===== src/rtl/alu_share_arbiter_pkg.sv =====
// Shared definitions for the ALU-sharing arbiter: FSM state encoding and
// the grant-index width helper.
package alu_share_arbiter_pkg;

  typedef enum logic [1:0] {
    IDLE    = 2'd0,
    ISSUE   = 2'd1,
    WAIT    = 2'd2,
    RELEASE = 2'd3
  } arb_state_t;

  // Width of a requester index, clog2(NUM_REQ).
  function automatic int unsigned idx_width(input int unsigned num_req);
    return $clog2(num_req);
  endfunction

endpackage


===== src/rtl/alu_share_arbiter_rr_priority_pick.sv =====
// Round-robin pick: rotate requests so the pointer lands at bit 0, take the
// lowest set bit, then rotate the found index back.
module rr_priority_pick
  import alu_share_arbiter_pkg::*;
#(
  parameter int unsigned NUM_REQ = 4,
  localparam int unsigned IW = idx_width(NUM_REQ)
) (
  input  logic [NUM_REQ-1:0] req,
  input  logic [IW-1:0]      ptr,
  output logic [IW-1:0]      idx,
  output logic               valid
);

  logic [2*NUM_REQ-1:0] dbl;
  logic [NUM_REQ-1:0]   rot;
  logic [IW-1:0]        k;
  logic [IW:0]          sum;
  logic                 found;

  always_comb begin
    dbl   = {req, req} >> ptr;
    rot   = dbl[NUM_REQ-1:0];
    k     = '0;
    found = 1'b0;
    for (int unsigned i = 0; i < NUM_REQ; i++) begin
      if (!found && rot[i]) begin
        found = 1'b1;
        k     = IW'(i);
      end
    end
    // ptr < NUM_REQ, so one conditional subtract completes the modulo.
    sum = {1'b0, k} + {1'b0, ptr};
    if (sum >= (IW+1)'(NUM_REQ)) begin
      sum = sum - (IW+1)'(NUM_REQ);
    end
    idx   = sum[IW-1:0];
    valid = found;
  end

endmodule


===== src/rtl/alu_share_arbiter.sv =====
// Shares one MAC ALU among NUM_REQ requesters: round-robin grant, single
// start pulse, wait for ALU completion, one-cycle DONE back to the winner.
module alu_share_arbiter
  import alu_share_arbiter_pkg::*;
#(
  parameter int unsigned WIDTH   = 8,
  parameter int unsigned NUM_REQ = 4,
  localparam int unsigned IW = idx_width(NUM_REQ)
) (
  input  logic                       CLK,
  input  logic                       RSTN,
  input  logic [NUM_REQ-1:0]         REQ,
  input  logic [NUM_REQ*WIDTH-1:0]   OP_A,
  input  logic [NUM_REQ*WIDTH-1:0]   OP_B,
  output logic [NUM_REQ-1:0]         DONE,
  output logic [WIDTH-1:0]           RESULT,
  output logic                       ALU_START,
  output logic [WIDTH-1:0]           ALU_A,
  output logic [WIDTH-1:0]           ALU_B,
  input  logic                       ALU_DONE,
  input  logic [WIDTH-1:0]           ALU_RESULT,
  output logic [IW-1:0]              GRANT_IDX,
  output logic                       BUSY
);

  arb_state_t state_q, state_d;

  logic [IW-1:0]    ptr_q;
  logic [IW-1:0]    grant_q;
  logic [WIDTH-1:0] alu_a_q, alu_b_q, result_q;
  logic [IW-1:0]    pick_idx;
  logic             pick_valid;

  logic [WIDTH-1:0] op_a_arr [NUM_REQ];
  logic [WIDTH-1:0] op_b_arr [NUM_REQ];

  always_comb begin
    for (int unsigned i = 0; i < NUM_REQ; i++) begin
      op_a_arr[i] = OP_A[i*WIDTH +: WIDTH];
      op_b_arr[i] = OP_B[i*WIDTH +: WIDTH];
    end
  end

  rr_priority_pick #(.NUM_REQ(NUM_REQ)) u_pick (
    .req   (REQ),
    .ptr   (ptr_q),
    .idx   (pick_idx),
    .valid (pick_valid)
  );

  always_ff @(posedge CLK) begin
    if (!RSTN) begin
      state_q <= IDLE;
    end else begin
      state_q <= state_d;
    end
  end

  always_comb begin
    state_d = state_q;
    case (state_q)
      IDLE:    if (pick_valid) state_d = ISSUE;
      ISSUE:   state_d = ALU_DONE ? RELEASE : WAIT;
      WAIT:    if (ALU_DONE) state_d = RELEASE;
      RELEASE: state_d = IDLE;
      default: state_d = IDLE;
    endcase
  end

  // Grant/operand capture, result capture and pointer advance.
  always_ff @(posedge CLK) begin
    if (!RSTN) begin
      ptr_q    <= '0;
      grant_q  <= '0;
      alu_a_q  <= '0;
      alu_b_q  <= '0;
      result_q <= '0;
    end else begin
      case (state_q)
        IDLE: begin
          if (pick_valid) begin
            grant_q <= pick_idx;
            alu_a_q <= op_a_arr[pick_idx];
            alu_b_q <= op_b_arr[pick_idx];
          end
        end
        ISSUE, WAIT: begin
          if (ALU_DONE) result_q <= ALU_RESULT;
        end
        RELEASE: begin
          ptr_q <= (grant_q == IW'(NUM_REQ - 1)) ? '0 : grant_q + 1'b1;
        end
        default: ;
      endcase
    end
  end

  always_comb begin
    DONE = '0;
    if (state_q == RELEASE) DONE[grant_q] = 1'b1;
    ALU_START = (state_q == ISSUE);
    BUSY      = (state_q != IDLE);
    ALU_A     = alu_a_q;
    ALU_B     = alu_b_q;
    RESULT    = result_q;
    GRANT_IDX = grant_q;
  end

endmodule


===== config.mk =====
export PLATFORM = sky130hd
export DESIGN_NAME = alu_share_arbiter
export DESIGN_NICKNAME = d
export VERILOG_FILES = /design/src/rtl/alu_share_arbiter_pkg.sv /design/src/rtl/alu_share_arbiter_rr_priority_pick.sv /design/src/rtl/alu_share_arbiter.sv
export SDC_FILE = /design/constraint.sdc
export NUM_CORES = 1
export LEC_CHECK = 0
export ABC_AREA = 0
export CORE_ASPECT_RATIO = 1.2
export CORE_MARGIN = 2
export CORE_UTILIZATION = 37
export CTS_CLUSTER_SIZE = 14
export DETAILED_ROUTE_END_ITERATION = 7
export GPL_TIMING_DRIVEN = 0
export HOLD_SLACK_MARGIN = 0.12
export PLACE_DENSITY = 0.77
export SLEW_MARGIN = 40
export SYNTH_ARGS = -nofsm -noshare
export SYNTH_HDL_FRONTEND = slang
export SYNTH_SLANG_ARGS = --single-unit
export TNS_END_PERCENT = 100

===== constraint.sdc =====
create_clock -name CLK -period 2.4 [get_ports CLK]
set_input_delay 0.36 -clock CLK [delete_from_list [all_inputs] [get_ports CLK]]
set_output_delay 0.36 -clock CLK [all_outputs]
set_load 0.01 [all_outputs]

After elaboration in Yosys (flattened, before gate mapping)

Index checks and enable logic that the tools add are counted.

$add $sub $neg: 3
Magnitude comparators: 4
Equality and inequality tests: 6
Shift-type cells: 1
Mux-type cells: 22
Bitwise logic cells: 1
Reductions and logical operators: 13

Operator list:

| kind                                                | count |
|---|---|
| binary-select mux 8 bit (select 2 bit)              | 2 |
| 2-to-1 mux 8 bit                                    | 4 |
| 2-to-1 mux 2 bit                                    | 6 |
| one-hot mux 2 bit (4 select lines)                  | 1 |
| right shift 8 x 2 -> 4 bit                          | 1 |
| 2-to-1 mux 1 bit                                    | 7 |
| equality test 2 bit, second input constant          | 3 |
| >= comparator 3 bit, second input constant          | 2 |
| AND reduction 2 bit                                 | 3 |
| logical AND 1 bit                                   | 4 |
| 2-to-1 mux 4 bit                                    | 1 |
| inequality test 2 bit, second input constant        | 2 |
| adder 2 x 2 -> 3 bit                                | 1 |
| logical NOT 1 bit                                   | 3 |
| < comparator 2 x 3 -> 1 bit, second input constant  | 1 |
| inverter 2 -> 3 bit                                 | 1 |
| adder 2 x 1 -> 2 bit, second input constant         | 1 |
| demux 1 bit (select 2 bit)                          | 1 |
| equality test 2 x 1 -> 1 bit, second input constant | 1 |
| >= comparator 2 x 1 -> 1 bit, second input constant | 1 |
| logical NOT 2 bit                                   | 1 |
| nonzero test 2 bit                                  | 1 |
| OR reduction 2 bit                                  | 1 |
| subtractor 2 x 1 -> 2 bit, second input constant    | 1 |

Register bits: 30
Bits of input ports: 79
Output and inout port bits: 32

Logic depth before layout (Yosys ltp)

Depth after elaboration: 18
Depth in mapped cells: 13
Mapped depth without buffers: 10

Hierarchy

A second synthesis with hierarchy kept.

Cell total of the unflattened synthesis: 200
Area total of the unflattened synthesis: 1898.1 um2

By module, submodules not included:

| module            | times used | cells each | area an instance (um2) |
|---|---|---|---|
| alu_share_arbiter | 1          | 172        | 1707.9 |
| rr_priority_pick  | 1          | 28         | 190.2 |

Worst setup path before layout

No wires, ideal clock.

Path type: input to register
Start point: in REQ[0]
End point: reg alu_a_q[0], in the netlist ALU_A[0]
Setup time: 0.142 ns
Arrival: 2.393 ns
Required time: 2.258 ns
Setup slack: -0.135 ns
Cell stages on the path: 9
Cells stage by stage: buf_2 > or4_1 > o2111ai_1 > ha_1 > clkbuf_1 > buf_1 > mux2_2 > mux2i_1 > a221oi_1

Cells in the longest elaborated chain, start to end: 18
Elaborated cells on any way between the ends: 23

Ends and longest elaborated chain:

| element                                                                 | line                                                                               | text |
|---|---|---|
| start: declaration                                                      | alu_share_arbiter.sv:12                                                            | `input logic [NUM_REQ-1:0] REQ,` |
| right shift 8 x 2 -> 4 bit *                                            | alu_share_arbiter_rr_priority_pick.sv:22                                           | `dbl = {req, req} >> ptr;` |
| 2-to-1 mux 1 bit                                                        | alu_share_arbiter_rr_priority_pick.sv:27                                           | `if (!found && rot[i]) begin` |
| logical NOT 1 bit                                                       | alu_share_arbiter_rr_priority_pick.sv:27                                           |  |
| logical AND 1 bit                                                       | alu_share_arbiter_rr_priority_pick.sv:27                                           |  |
| 2-to-1 mux 1 bit                                                        | alu_share_arbiter_rr_priority_pick.sv:27                                           |  |
| logical NOT 1 bit                                                       | alu_share_arbiter_rr_priority_pick.sv:27                                           |  |
| logical AND 1 bit                                                       | alu_share_arbiter_rr_priority_pick.sv:27                                           |  |
| 2-to-1 mux 1 bit                                                        | alu_share_arbiter_rr_priority_pick.sv:27                                           |  |
| [2 not listed]                                                          | --                                                                                 |  |
| 2-to-1 mux 2 bit *                                                      | alu_share_arbiter_rr_priority_pick.sv:27                                           |  |
| adder 2 x 2 -> 3 bit *                                                  | alu_share_arbiter_rr_priority_pick.sv:33                                           | `sum = {1'b0, k} + {1'b0, ptr};` |
| >= comparator 3 bit / subtractor 2 x 1 -> 2 bit (equally long branches) | alu_share_arbiter_rr_priority_pick.sv:34, alu_share_arbiter_rr_priority_pick.sv:35 |  |
| 2-to-1 mux 2 bit *                                                      | alu_share_arbiter_rr_priority_pick.sv:34                                           | `if (sum >= (IW+1)'(NUM_REQ)) begin` |
| via pick_idx[0]                                                         | alu_share_arbiter.sv:31                                                            | `logic [IW-1:0] pick_idx;` |
| inverter 2 -> 3 bit (not written as such) *                             | alu_share_arbiter.sv:83                                                            | `alu_a_q <= op_a_arr[pick_idx];` |
| binary-select mux 8 bit (select 2 bit) *                                | alu_share_arbiter.sv:83                                                            |  |
| 2-to-1 mux 8 bit (not written as such) * (2 in series)                  | alu_share_arbiter.sv:83                                                            |  |
| end signal: assignment                                                  | alu_share_arbiter.sv:83                                                            |  |
| end: declaration                                                        | alu_share_arbiter.sv:30                                                            | `logic [WIDTH-1:0] alu_a_q, alu_b_q, result_q;` |

Mark *: on every way through the listed nets, which the timed path passes. The rest lies on a longest branch. The select of a mux whose other input is x is not followed.
A chain may end at the register's enable or synchronous reset.

Worst setup path after layout

Start point: reg ptr_q[0]
End point: reg alu_b_q[1], in the netlist ALU_B[1]

Cells in the longest elaborated chain, start to end: 18
Elaborated cells on any way between the ends: 23

Ends and longest elaborated chain:

| element                                                                 | line                                                                               | text |
|---|---|---|
| start: declaration                                                      | alu_share_arbiter.sv:28                                                            | `logic [IW-1:0] ptr_q;` |
| start signal: assignment                                                | alu_share_arbiter.sv:91                                                            | `ptr_q <= (grant_q == IW'(NUM_REQ - 1)) ? '0 : grant_q + 1'b1;` |
| right shift 8 x 2 -> 4 bit                                              | alu_share_arbiter_rr_priority_pick.sv:22                                           |  |
| 2-to-1 mux 1 bit                                                        | alu_share_arbiter_rr_priority_pick.sv:27                                           |  |
| logical NOT 1 bit                                                       | alu_share_arbiter_rr_priority_pick.sv:27                                           |  |
| logical AND 1 bit                                                       | alu_share_arbiter_rr_priority_pick.sv:27                                           |  |
| 2-to-1 mux 1 bit                                                        | alu_share_arbiter_rr_priority_pick.sv:27                                           |  |
| logical NOT 1 bit                                                       | alu_share_arbiter_rr_priority_pick.sv:27                                           |  |
| logical AND 1 bit                                                       | alu_share_arbiter_rr_priority_pick.sv:27                                           |  |
| 2-to-1 mux 1 bit                                                        | alu_share_arbiter_rr_priority_pick.sv:27                                           |  |
| [2 not listed]                                                          | --                                                                                 |  |
| 2-to-1 mux 2 bit                                                        | alu_share_arbiter_rr_priority_pick.sv:27                                           |  |
| adder 2 x 2 -> 3 bit *                                                  | alu_share_arbiter_rr_priority_pick.sv:33                                           |  |
| >= comparator 3 bit / subtractor 2 x 1 -> 2 bit (equally long branches) | alu_share_arbiter_rr_priority_pick.sv:34, alu_share_arbiter_rr_priority_pick.sv:35 |  |
| 2-to-1 mux 2 bit *                                                      | alu_share_arbiter_rr_priority_pick.sv:34                                           |  |
| via pick_idx[0]                                                         | alu_share_arbiter.sv:31                                                            |  |
| inverter 2 -> 3 bit (not written as such) *                             | alu_share_arbiter.sv:84                                                            | `alu_b_q <= op_b_arr[pick_idx];` |
| binary-select mux 8 bit (select 2 bit) *                                | alu_share_arbiter.sv:84                                                            |  |
| 2-to-1 mux 8 bit (not written as such) * (2 in series)                  | alu_share_arbiter.sv:84                                                            |  |
| end signal: assignment                                                  | alu_share_arbiter.sv:84                                                            |  |
| end: declaration                                                        | alu_share_arbiter.sv:30                                                            |  |

Marked as above.

==> summary.md <==
| Metric | Value |
|---|---|
| Total negative slack | `0 ps` |
| MaxCap Viol Count | `0` |
| Max Clock Freq | `431 MHz` |
| Share of the synthesized area in the top cell type | `26.7%` |
| DRC | `0` |
| Chip width | `75.2 um` |
| Pre-antenna DRT Iters | `4` |
| Actual slew at the worst max-slew pin | `447 ps` |
| Post-synth top flop | `dfxtp_1` |
| Overflow after GRT | `0` |
| Top cells by area, synth | `dfxtp_1 (27%), mux2i_1 (16%), mux2_2 (15%)` |
| Largest net degree at the start of global routing | `11` |
| Total track usage | `19.0%` |
| Worst hold slack | `465 ps` |
| EDFF count, synth | `0` |
| Placed cells | `431` |
| Final Max Tran Viols | `0` |
| Peak VDD IR | `419 uV` |
| Max clock buf depth | `2` |
| Filler Cells Inserted | `527` |
| CP Class | `reg2reg` |
| Post-DRT Antenna Nets | `0` |
| Die Y-Extent | `89.4 um` |
| Final Non-Filler Cells | `444` |
| Crit path capture type | `register` |
| Slew margin rel. | `69.4%` |
| Routed WL | `7.01 mm` |
| First-pass GRT wire length | `9.96 mm` |
| Type of origin of the critical path | `register` |
| Worst Path Max Fanout | `10` |
| Fraction of layout instances using a drive strength above 1 | `22.1%` |
| Port Buffers | `107` |
| Ports | `111` |
| Ys async rst share | `0%` |
| Nets | `450` |
| Core area | `0.00597 sq mm` |
| Total CTS buffers | `5` |
| Starting Density | `37.6%` |
| Number of global-route vias before repair | `2192` |
| Worst-path clk slew | `70 ps` |
| Die area | `0.00672 sq mm` |
| Rows | `31` |
| Post-DP HPWL | `4.91 mm` |
| Post-synth top area cell | `dfxtp_1` |
| Leakage Power | `1.54 nW` |
| Clock Root Buffer | `clkbuf_8` |
| #FFs+latches synth | `30` |
| CTS Sinks | `30` |
| Warnings from Yosys | `0` |
| Syn avg cell area | `9.29 sq um` |
| CTS Hold Buffers Added | `0` |
| Synth Net Count | `331` |
| DR WL/cell | `15.8 um` |
| H-tree depth | `2` |
| Worst Clk Skew | `7.24 ps` |
| WP data arrival | `2460 ps` |
| Initial antenna violation count | `0` |
| Via density | `5.12` |
| Period utilization | `96.8%` |
| Final RePlAce weighted congestion | `0.760` |
| Min Tclk post-route | `2320 ps` |
| Multi-input combinational cell area | `0.00161 sq mm` |
| P per Cell Area | `900 mW/mm^2` |
| Clk Latency, worst-skew pair | `280 ps` |
| DR iter-0 viols | `69` |
| Sequential cell area | `602 sq um` |
| Antenna diodes | `0` |
| Final setup viols | `0` |
| Number of hold violations in the final report | `0` |
| Area Overhead vs Synth | `68.3%` |
| Cells after synthesis | `242` |
| Mapped Area | `0.00225 sq mm` |
| Worst min path class | `reg2reg` |
| CTS tree | `yes` |
| CP required | `2540 ps` |
| Run status | `completed` |
| Detailed-route via count | `2273` |
| Post-synth cell types | `39` |
| Register area share after synthesis | `26.7%` |
where the power goes:
part	total [W]	internal (W)	switching [W]	leakage, nW
Combinational	0.00212	0.00116	0.000961	1.24
Sequential	0.000790	0.000680	0.000110	0.248
Clock	0.000499	0.000309	0.000189	0.0514
path summary, 6_finish.rpt:
check	from	end	slack, ps	cells past startpoint
worst max-delay path	ptr_q[0]	ALU_B[1]	80	9
worst min-delay path	RESULT[3]	RESULT[3]	460	2
worst min register to register	RESULT[3]	RESULT[3]	460	2
worst max register to register	ptr_q[0]	ALU_B[1]	80	9
area by class of cell:
type	instances	share of cell area, %
buffer	19	4.17
clock buffer	6	1.92
clock inverter	2	0.992
inverter	6	0.595
multi-input combinational	185	42.5
sequential	30	15.9
tap	82	2.71
timing repair buffer	114	31.2
through the flow:
step | power [W] | setup slack, ps | area (sq um) | util, %
global route | 0.00364 | -16.6 | 3780 | 63.4
floorplan | 0.00183 | 6.32 | 2250 | -
CTS | 0.00315 | 17.6 | 3580 | 59.9
finish | 0.00340 | 77.8 | 3780 | 63.4
detailed placement | 0.00257 | -809 | 3430 | 57.4
global placement | 0.00254 | -787 | 3430 | 57.4
cells in the mapped netlist (all sizes together) (2+ instances only):
cell,n
mux2,31
nor3b,2
dfxtp,30
inv,6
a221oi,15
nand3,8
a21boi,9
clkbuf,13
nand2,16
nor2,14
o2111ai,2
nor2b,4
ha,10
o21ai,20
mux2i,35
buf,8
and2,5
routing by layer:
layer / wire [um] / track usage (%)
met5: 0 / 0
met4: 60 / 6.06
met3: 456 / 5.30
met2: 3540 / 32.3
met1: 2950 / 23.0
state kept, by name, summed over array words and instances, names as in the netlist:
name and cells:
ALU_A 8, RESULT 8, state_q 2, ptr_q 2, GRANT_IDX 2, ALU_B 8
kinds of logic after synthesis:
logic type                 synth area share [%]
and+or+nand+nor                            12.4
adders and majority gates                  5.56
buffers and inverters                      5.68
DFF                                        26.7
xor gates and xnor gates                  0.390
AOI/OAI and AO/OA                          18.0
muxes                                      31.3
placed cells by master (no fill, tap or decap), types with 2 or more instances in the layout:
master / count
clkdlybuf4s50_1: 105
a221oi_1: 11
a221oi_2: 4
nor2_1: 11
clkbuf_2: 2
buf_2: 2
buf_6: 3
buf_12: 4
nand2_1: 16
nor2b_1: 4
clkbuf_8: 5
mux2_4: 2
mux2i_1: 34
a21boi_0: 8
nor2_2: 3
dfxtp_1: 29
clkbuf_16: 3
nand3_1: 8
buf_4: 5
o21ai_0: 19
inv_1: 6
clkbuf_1: 8
mux2_2: 29
and2_1: 4
ha_1: 9
worst max-delay path: stages (launching register included):
cell,delay (ps)
dfxtp_2,340
buf_6,140
or4_4,490
o2111ai_4,110
ha_4,240
buf_12,140
clkbuf_16,160
mux2_2,280
mux2i_1,190
a221oi_2,100
repair_timing:
item                                    4_1_cts  5_1_grt
endpoints found under the setup margin       18       17
pin swaps                                     1       10
gates resized for setup                      16       25
setup buffers                                 0        4
gates cloned                                  0        3
No activity file was read; power rests on OpenSTA's default activity.
